### config.mk
export PLATFORM = sky130hd
export DESIGN_NAME = btn_conditioner
export DESIGN_NICKNAME = d
export VERILOG_FILES = /design/src/rtl/btn_conditioner_pkg.sv /design/src/rtl/btn_conditioner_chan.sv /design/src/rtl/btn_conditioner.sv
export SDC_FILE = /design/constraint.sdc
export NUM_CORES = 1
export LEC_CHECK = 0
export CAP_MARGIN = 25
export CORE_AREA = 2 2 191 193
export CTS_CLUSTER_DIAMETER = 100
export CTS_CLUSTER_SIZE = 16
export DETAILED_ROUTE_END_ITERATION = 10
export DIE_AREA = 0 0 193 195
export MAX_ROUTING_LAYER = met4
export SKIP_CTS_REPAIR_TIMING = 1
export SLEW_MARGIN = 20
export SYNTH_ARGS = -nofsm -noshare
export SYNTH_HDL_FRONTEND = slang
export SYNTH_SLANG_ARGS = --single-unit
### constraint.sdc
create_clock -name clk -period 3.7 [get_ports clk]
set_input_delay 0.555 -clock clk [delete_from_list [all_inputs] [get_ports clk]]
set_output_delay 0.555 -clock clk [all_outputs]
set_load 0.05 [all_outputs]
### src/rtl/btn_conditioner_pkg.sv
// Shared constants for the debug/display unit button front-end.
// The default timings assume a 100 MHz clock: 5 ms debounce, 0.5 s repeat delay, 0.25 s repeat period.
package btn_conditioner_pkg;

  localparam int unsigned DEF_N_BTN         = 4;
  localparam int unsigned DEF_DEBOUNCE_CYC  = 500_000;
  localparam int unsigned DEF_REPEAT_DELAY  = 50_000_000;
  localparam int unsigned DEF_REPEAT_PERIOD = 25_000_000;

  function automatic int unsigned max_u(input int unsigned a, input int unsigned b);
    return (a > b) ? a : b;
  endfunction

endpackage

### src/rtl/btn_conditioner_chan.sv
// One button channel: 2-flop synchroniser, debouncer, edge pulses and auto-repeat strobe FSM.
// All outputs are registered and change on the same edge as btn_level.
module btn_chan
  import btn_conditioner_pkg::*;
#(
  parameter int unsigned DEBOUNCE_CYC  = DEF_DEBOUNCE_CYC,
  parameter int unsigned REPEAT_DELAY  = DEF_REPEAT_DELAY,
  parameter int unsigned REPEAT_PERIOD = DEF_REPEAT_PERIOD
) (
  input  logic clk,
  input  logic rst_n,
  input  logic btn_raw,
  input  logic rep_en,
  output logic btn_level,
  output logic btn_press,
  output logic btn_release,
  output logic btn_act
);

  localparam int unsigned DB_W = $clog2(DEBOUNCE_CYC + 1);
  localparam int unsigned RC_W = $clog2(max_u(REPEAT_DELAY, REPEAT_PERIOD) + 1);
  localparam logic [DB_W-1:0] DB_LAST = DB_W'(DEBOUNCE_CYC - 1);
  localparam logic [RC_W-1:0] RD_LAST = RC_W'(REPEAT_DELAY - 1);
  localparam logic [RC_W-1:0] RP_LAST = RC_W'(REPEAT_PERIOD - 1);

  typedef enum logic [1:0] {
    S_IDLE   = 2'd0,
    S_DELAY  = 2'd1,
    S_REPEAT = 2'd2
  } state_e;

  logic            meta_q, meta_d;
  logic            sync_q, sync_d;
  logic            level_q, level_d;
  logic [DB_W-1:0] db_cnt_q, db_cnt_d;
  logic            press_q, press_d;
  logic            release_q, release_d;
  logic            act_q, act_d;
  state_e          state_q, state_d;
  logic [RC_W-1:0] rc_q, rc_d;
  logic            rise, fall;

  always_ff @(posedge clk or negedge rst_n) begin
    if (!rst_n) begin
      meta_q    <= 1'b0;
      sync_q    <= 1'b0;
      level_q   <= 1'b0;
      db_cnt_q  <= '0;
      press_q   <= 1'b0;
      release_q <= 1'b0;
      act_q     <= 1'b0;
      state_q   <= S_IDLE;
      rc_q      <= '0;
    end else begin
      meta_q    <= meta_d;
      sync_q    <= sync_d;
      level_q   <= level_d;
      db_cnt_q  <= db_cnt_d;
      press_q   <= press_d;
      release_q <= release_d;
      act_q     <= act_d;
      state_q   <= state_d;
      rc_q      <= rc_d;
    end
  end

  // Debounce: a new level is accepted only after DEBOUNCE_CYC consecutive disagreeing samples.
  always_comb begin
    meta_d   = btn_raw;
    sync_d   = meta_q;
    level_d  = level_q;
    db_cnt_d = '0;
    rise     = 1'b0;
    fall     = 1'b0;
    if (sync_q != level_q) begin
      if (db_cnt_q == DB_LAST) begin
        level_d = sync_q;
        rise    = sync_q;
        fall    = ~sync_q;
      end else begin
        db_cnt_d = db_cnt_q + DB_W'(1);
      end
    end
    press_d   = rise;
    release_d = fall;
  end

  // Release or losing rep_en wins over a repeat strobe due in the same cycle.
  always_comb begin
    state_d = state_q;
    rc_d    = rc_q;
    act_d   = 1'b0;
    case (state_q)
      S_IDLE: begin
        if (rise) begin
          act_d = 1'b1;
          rc_d  = '0;
          if (rep_en) state_d = S_DELAY;
        end
      end
      S_DELAY: begin
        if (fall || !rep_en) begin
          state_d = S_IDLE;
        end else if (rc_q == RD_LAST) begin
          act_d   = 1'b1;
          rc_d    = '0;
          state_d = S_REPEAT;
        end else begin
          rc_d = rc_q + RC_W'(1);
        end
      end
      S_REPEAT: begin
        if (fall || !rep_en) begin
          state_d = S_IDLE;
        end else if (rc_q == RP_LAST) begin
          act_d = 1'b1;
          rc_d  = '0;
        end else begin
          rc_d = rc_q + RC_W'(1);
        end
      end
      default: state_d = S_IDLE;
    endcase
  end

  assign btn_level   = level_q;
  assign btn_press   = press_q;
  assign btn_release = release_q;
  assign btn_act     = act_q;

endmodule

### src/rtl/btn_conditioner.sv
// Push-button front-end for the debug/display unit: N_BTN independent conditioned channels
// producing clean level, press/release pulses and an auto-repeating act strobe.
module btn_conditioner
  import btn_conditioner_pkg::*;
#(
  parameter int unsigned N_BTN         = DEF_N_BTN,
  parameter int unsigned DEBOUNCE_CYC  = DEF_DEBOUNCE_CYC,
  parameter int unsigned REPEAT_DELAY  = DEF_REPEAT_DELAY,
  parameter int unsigned REPEAT_PERIOD = DEF_REPEAT_PERIOD
) (
  input  logic             clk,
  input  logic             rst_n,
  input  logic [N_BTN-1:0] btn_raw,
  input  logic [N_BTN-1:0] rep_en,
  output logic [N_BTN-1:0] btn_level,
  output logic [N_BTN-1:0] btn_press,
  output logic [N_BTN-1:0] btn_release,
  output logic [N_BTN-1:0] btn_act
);

  for (genvar gi = 0; gi < N_BTN; gi++) begin : g_chan
    btn_chan #(
      .DEBOUNCE_CYC (DEBOUNCE_CYC),
      .REPEAT_DELAY (REPEAT_DELAY),
      .REPEAT_PERIOD(REPEAT_PERIOD)
    ) u_chan (
      .clk        (clk),
      .rst_n      (rst_n),
      .btn_raw    (btn_raw[gi]),
      .rep_en     (rep_en[gi]),
      .btn_level  (btn_level[gi]),
      .btn_press  (btn_press[gi]),
      .btn_release(btn_release[gi]),
      .btn_act    (btn_act[gi])
    );
  end

endmodule

==> results of run 1 <==
-- power groups by stage --
stage          clock network (mW)  registers, mW  logic, mW
6_report                     1.65           2.36      0.112
2_1_floorplan                   0           2.39     0.0419
3_5_place_dp                    0           2.40      0.118
5_1_grt                      1.80           2.36      0.132
4_1_cts                      1.72           2.35      0.119
3_3_place_gp                    0           2.40      0.117
-- registers in the layout, summed over array words and instances (netlist names) --
signal and cells:
g_chan.u_chan.btn_act 4, g_chan.u_chan.btn_level 4, g_chan.u_chan.btn_press 4, g_chan.u_chan.btn_release 4, g_chan.u_chan.db_cnt_q 76, g_chan.u_chan.meta_q 4, g_chan.u_chan.rc_q 104, g_chan.u_chan.state_q 8
g_chan.u_chan.sync_q 4
-- cell type report --
class	count	area share, %
tap	461	4.41
clock buffer	17	3.25
timing repair buffer	47	3.31
clock inverter	2	0.124
multi-input combinational	989	47.2
sequential	212	40.6
inverter	39	1.12
-- per-stage QoR --
step	util, %	power [mW]	hold WS, ns
4_1_cts	36.9	4.20	0.185
3_3_place_gp	35.7	2.52	0.334
6_report	36.9	4.11	0.140
5_1_grt	36.9	4.29	0.223
2_1_floorplan	-	2.44	0.259
3_5_place_dp	35.7	2.52	0.337
-- cells by family (layout without fill, tap and decap cells) --
kind of cell	count (synthesis)	count (layout)	share of synthesized area, %
DFF	212	212	44.4
and+or+nand+nor	621	621	26.6
buffers and inverters	102	105	3.95
AOI/OAI and AO/OA	271	271	17.1
muxes	4	4	0.367
xor gates and xnor gates	69	69	5.06
adders and majority gates	24	24	2.51
-- layout by cell type, fill, tap and decap left out, types with 5 or more instances in the layout --
master and instances:
a22oi_1 7, and2_1 8, o41ai_1 5, a31oi_1 5, o21a_1 6, nor4b_1 9
and4_1 16, nor4_1 23, a21o_1 23, ha_1 24, nand2_1 127, nand4_1 55
a22o_1 44, dfrtp_1 212, and3_1 28, buf_4 21, nand3_1 82, or2_2 5
a41oi_1 5, nor2_1 167, nand2b_1 6, xor2_1 41, nor3_1 33, nor2b_1 13
inv_1 39, xnor2_1 28, o21ai_0 43, clkbuf_16 17, a21oi_1 21, or3_1 9
o31ai_1 27, o21ai_1 6, o22ai_1 6, or4_1 8, clkdlybuf4s50_1 24, a2bb2oi_1 30
o2bb2ai_1 5
-- final timing paths --
path,startpoint,endpoint,slack (ns),depth (start not counted)
max,g_chan[1].u_chan.db_cnt_q[10],g_chan[1].u_chan.rc_q[20],0.61,6
min,rst_n,g_chan[0].u_chan.state_q[1],0.14,1
min in group clk,g_chan[1].u_chan.meta_q,g_chan[1].u_chan.sync_q,0.35,0
max in group asynchronous,rst_n,g_chan[1].u_chan.meta_q,2.67,2
max reg2reg,g_chan[1].u_chan.db_cnt_q[10],g_chan[1].u_chan.rc_q[20],0.61,6
min reg2reg,g_chan[1].u_chan.meta_q,g_chan[1].u_chan.sync_q,0.35,0
-- worst reg2reg max path, delay by kind of cell (launching register included) --
kind	cells	cell delay, ns
AO/OA/AOI/OAI	2	1.16
flip-flops	1	0.44
AND/OR/NAND/NOR	4	1.38
-- routing by layer --
metal  GRT usage, %  up-vias  share of wire (%)
li1               -     4771                  -
met4           2.72        0                1.4
met2           23.3      148                 46
met5              -        -                  0
met1           20.5     4835                 49
met3           1.73       22                3.4
==> impl_metrics.csv, run 1 <==
group,metric,value,unit
sta,drv_slew,0,
routing,wirelength,26.6,mm
synth,yosysSeqAreaShare,44.4,%
layout,area_growth,9.48,%
power_and_ir_drop,intPower,3.19,mW
synth,yosys_warnings,0,
setup_path,critPathKind,"register to register",
synth,synth_top_area_share,44.4,%
synth,yosys.area.top_type,"dfrtp_1",
synth,yosysMostFrequentCell,"dfrtp_1",
layout,nets,1340,
sta,fmaxAchievable,0.324,GHz
setup_path,crit_required,4.06,ns
sta,finalSetupTns,0,ns
layout,fillers,3568,
sta,fin_crit,3.09,ns
place,port_buffers,25,
routing,via_per_inst,5.53,
grt,grt_first_pass_wirelength,46.3,mm
layout,multi_input_area,0.00617,mm²
synth,avgSynthCellArea,9.17,µm²
job,maxCapViolations,0,
routing,post-route-drc-count,0,
status,status,"completed",
setup_path,critPathMaxFanout,18,
floorplanning,rows,69,
cts,cts_buffers,17,
sta,slew_headroom,32.9,%
power_and_ir_drop,vdd_drop_max,0.000334,V
synth,syn_inst,1303,
layout,drive_above_1_share,4.98,%
setup_path,crit_buf_inv,0,
synth,synthFlopType,"dfrtp_1",
cts,cts_sinks,212,
cts,clkTransAtPathRegs,0.08,ns
place,place_ws,0.681,ns
sta,worst_pin_slew,1.01,ns
setup_path,cp_slowest_cell,"a2111o_1",
cts,cts_tree,"built",
sta,setup_viol,0,
cts,htreeDepth,1,
power_and_ir_drop,p_sw,0.920,mW
grt,grt_use_total,14.7,%
place,dpl.cell_count,1748,
routing,route.detailed.wl_per_inst,15.0,µm
grt,grt_max_degree,115,
worst_hold_path,min_path_type,"primary input to async pin",
cts,cts_max_path_buffers,3,
sta,fin_crit_sh,83.4,%
setup_path,cp_cell_sequence,"nor4b_1 -> and4_1 -> nand3_1 -> a2111o_1 -> or2_2 -> o41ai_1",
place,hpwl,17.9,mm
synth,ys_seq_elements,212,
power_and_ir_drop,switching_share,22.4,%
layout,seq_area,0.00531,mm²
power_and_ir_drop,seqPwrFrac,57.3,%
synth,synth_area_leaders,"dfrtp_1 (44%), nor2_1 (5.2%), nand2_1 (4.0%)",
power_and_ir_drop,power_frac_clock,40.0,%
grt,gr-total-overflow,0,
sta,fin_ws,0.613,ns
layout,fin_area,0.0131,mm²
floorplanning,die_area,0.0376,mm²
setup_path,cpPeakStageDelay,0.75,ns
setup_path,endpoint_kind,"register",
routing,antenna_left,0,
routing,first_pass_iters,5,
floorplanning,initial_core_util,33.7,%
grt,antenna_found_initial,1,
power_and_ir_drop,power.density,315,mW/mm²
floorplanning,die_w,193,µm
cts,clock-root-buffer,"clkbuf_16",
power_and_ir_drop,p_leak,5.42,nW
sta,rsz0062_at_grt,"false",
routing,drt_iter0_drc,649,
place,gp_congestion,0.818,
setup_path,critPathLaunchType,"register",
setup_path,worst_ep_arrival_time,3.45,ns
floorplanning,die_height,195,µm
synth,synth_common_cells,"dfrtp_1 (212), nor2_1 (167), nand2_1 (127), nand3_1 (82), nand4_1 (55)",
synth,synth_nets,1337,
layout,final_cells,1767,
floorplanning,ios,26,
floorplanning,coreArea,0.0354,mm²
sta,fin_worst_skew,0.0165,ns
sta,hold_viol_final,0,
power_and_ir_drop,combPwrFrac,2.7,%
synth,synth_cell_types,77,
place,placed_cell_area,0.0126,mm²
routing,vias,9776,
setup_path,cp_top_family,"simple AND/OR/NAND/NOR gates",
cts,clk_latency,0.49,ns
grt,grt_pass1_vias,9483,
synth,synth_edf_count,0,
synth,synthArstFlopShare,100,%
synth,syn_area,0.0119,mm²
layout,diodes,0,
(Power assumes the default switching activity.)
==> run 2: changes to the inputs <==
clock period = 2.9 ns   (was 3.7 ns; I/O delays follow)
==> run 2 against run 1 <==
Net effect:
- sequential share of layout area shrank 0.72 points
- register-to-register slack lost 0.45 ns
- clock-buffer cell count grew 1
- setup slack lost 0.45 ns
- global-route usage shrank 0.054 points
- non-clock buffer count grew 26
- first-iteration DRC count shrank 16%
- cell area grew 1.8%
- hold slack gained 0.21 ns
- sequential power grew 27%
- critical path depth grew 1
- critical path type unchanged
==> impl_metrics.csv, run 2 (synthesized netlist as in run 1, its figures left out) <==
group,metric,value,unit
power_and_ir_drop,p_leak,5.56,nW
place,gp_congestion,0.871,
cts,cts_buffers,17,
layout,fillers,3521,
layout,top_regs,"g_chan.u_chan.rc_q x104, g_chan.u_chan.db_cnt_q x76, g_chan.u_chan.state_q x8",
floorplanning,die_area,0.0376,mm²
setup_path,cpPeakStageDelay,0.70,ns
setup_path,cp_top_family,"simple AND/OR/NAND/NOR gates",
routing,wirelength,26.3,mm
sta,worst_pin_slew,0.759,ns
setup_path,critPathMaxFanout,12,
layout,area_growth,11.5,%
setup_path,r2r_slack,0.16,ns
layout,final_cells,1794,
floorplanning,rows,69,
setup_path,critPathKind,"register to register",
place,dpl.cell_count,1773,
setup_path,cp_cell_sequence,"or4b_2 -> nor4_1 -> a31oi_1 -> o21a_1 -> buf_4 -> a21o_1 -> a22o_1",
setup_path,worst_r2r_path_depth,7,
sta,fin_worst_skew,0.0139,ns
sta,fmaxAchievable,0.365,GHz
setup_path,endpoint_kind,"register",
routing,vias,9745,
routing,antenna_left,0,
routing,route.detailed.wl_per_inst,14.7,µm
sta,finalSetupTns,0,ns
layout,regMostFlops,"g_chan.u_chan.rc_q",
routing,first_pass_iters,5,
power_and_ir_drop,power.density,395,mW/mm²
layout,diodes,0,
power_and_ir_drop,power,5.26,mW
grt,grt_first_pass_wirelength,46.1,mm
sta,setup_viol,0,
layout,largest_reg_flops,104,
cts,cts_max_path_buffers,3,
cts,clkTransAtPathRegs,0.07,ns
place,port_buffers,25,
routing,drt_iter0_drc,545,
routing,post-route-drc-count,0,
layout,mostFrequentLayoutCells,"dfrtp_1 (212), nor2_1 (167), nand2_1 (127)",
layout,fin_area,0.0133,mm²
grt,grt_pass1_vias,9435,
floorplanning,die_height,195,µm
sta,fin_crit_sh,94.4,%
place,placed_cell_area,0.0128,mm²
grt,gr-total-overflow,0,
layout,nets,1366,
grt,grt_max_degree,73,
sta,hold_viol_final,0,
job,maxCapViolations,0,
power_and_ir_drop,vdd_drop_max,0.000482,V
cts,cts_sinks,212,
floorplanning,die_w,193,µm
worst_hold_path,worst_hold_path.num_cells,0,
cts,cts_tree,"built",
grt,grt_use_total,14.7,%
setup_path,crit_buf_inv,1,
sta,slew_headroom,48.9,%
layout,drive_above_1_share,6.98,%
routing,via_per_inst,5.43,
cts,clk_latency,0.48,ns
floorplanning,ios,26,
setup_path,worst_ep_arrival_time,3.11,ns
setup_path,cp_slowest_cell,"or4b_2",
floorplanning,initial_core_util,33.7,%
setup_path,critPathLaunchType,"register",
grt,antenna_found_initial,0,
cts,clock-root-buffer,"clkbuf_16",
status,status,"completed",
sta,rsz0062_at_grt,"false",
floorplanning,coreArea,0.0354,mm²
place,hpwl,18.1,mm
sta,drv_slew,0,
layout,final_common_cell,"dfrtp_1",
sta,fin_crit,2.74,ns
setup_path,crit_required,3.27,ns
sta,fin_hold_ws,0.347,ns
setup_path,cp_num_cells,7,
worst_hold_path,min_path_type,"register to register",
cts,htreeDepth,1,
## run 2: cell types whose count changed in the layout (fill, tap and decap cells not counted)
cell	previous run	this run
buf_12	1	3
buf_4	21	44
clkbuf_1	0	1
clkinv_2	0	1
clkinvlp_4	1	0
dlygate4sd3_1	0	1
nor4_1	23	21
nor4_2	0	2
or2_1	1	0
or2_2	5	6
## run 2: through the flow
| stage | setup WS [ns] | utilization (%) |
|---|---|---|
| after CTS | 0.114 | 37.5 |
| after global routing | 0.00525 | 37.6 |
| after global placement | 0.136 | 36.3 |
| after detailed placement | 0.127 | 36.3 |
| final | 0.163 | 37.6 |
| after floorplan | 0.175 | - |
## run 2: layout make-up
class                   count  area, µm²  area share (%)
clock buffers              18        429            3.22
clock inverters             2       13.8           0.103
inverters                  39        146            1.10
multi-input cells         989       6190            46.5
flip-flops and latches    212       5310            39.8
well taps                 461        577            4.33
repair buffers             73        656            4.92
## run 2: worst paths after layout
check / start / end
setup / recovery: g_chan[0].u_chan.rc_q[8] / g_chan[0].u_chan.rc_q[15]
hold / removal: g_chan[1].u_chan.meta_q / g_chan[1].u_chan.sync_q
setup reg to reg: g_chan[0].u_chan.rc_q[8] / g_chan[0].u_chan.rc_q[15]
hold reg to reg: g_chan[1].u_chan.meta_q / g_chan[1].u_chan.sync_q
max in group asynchronous: rst_n / g_chan[3].u_chan.db_cnt_q[15]
min in group asynchronous: rst_n / g_chan[0].u_chan.sync_q
## run 2: power by group
group | total, mW | internal, mW | switching, mW | leakage, nW
logic | 0.147 | 0.0456 | 0.101 | 2.64
registers | 3.00 | 2.98 | 0.0252 | 2.70
clock network | 2.10 | 1.06 | 1.05 | 0.219
total | 5.26 | 4.08 | 1.17 | 5.56
## run 2: layer usage
metal  global-route usage (%)  routed length (µm)  up-vias
li1                         -                   -     4834
met1                     20.9               13200     4754
met2                     22.6               11900      123
met3                     1.78                 791       34
met4                     2.86                 425        0
met5                        -                   0        -
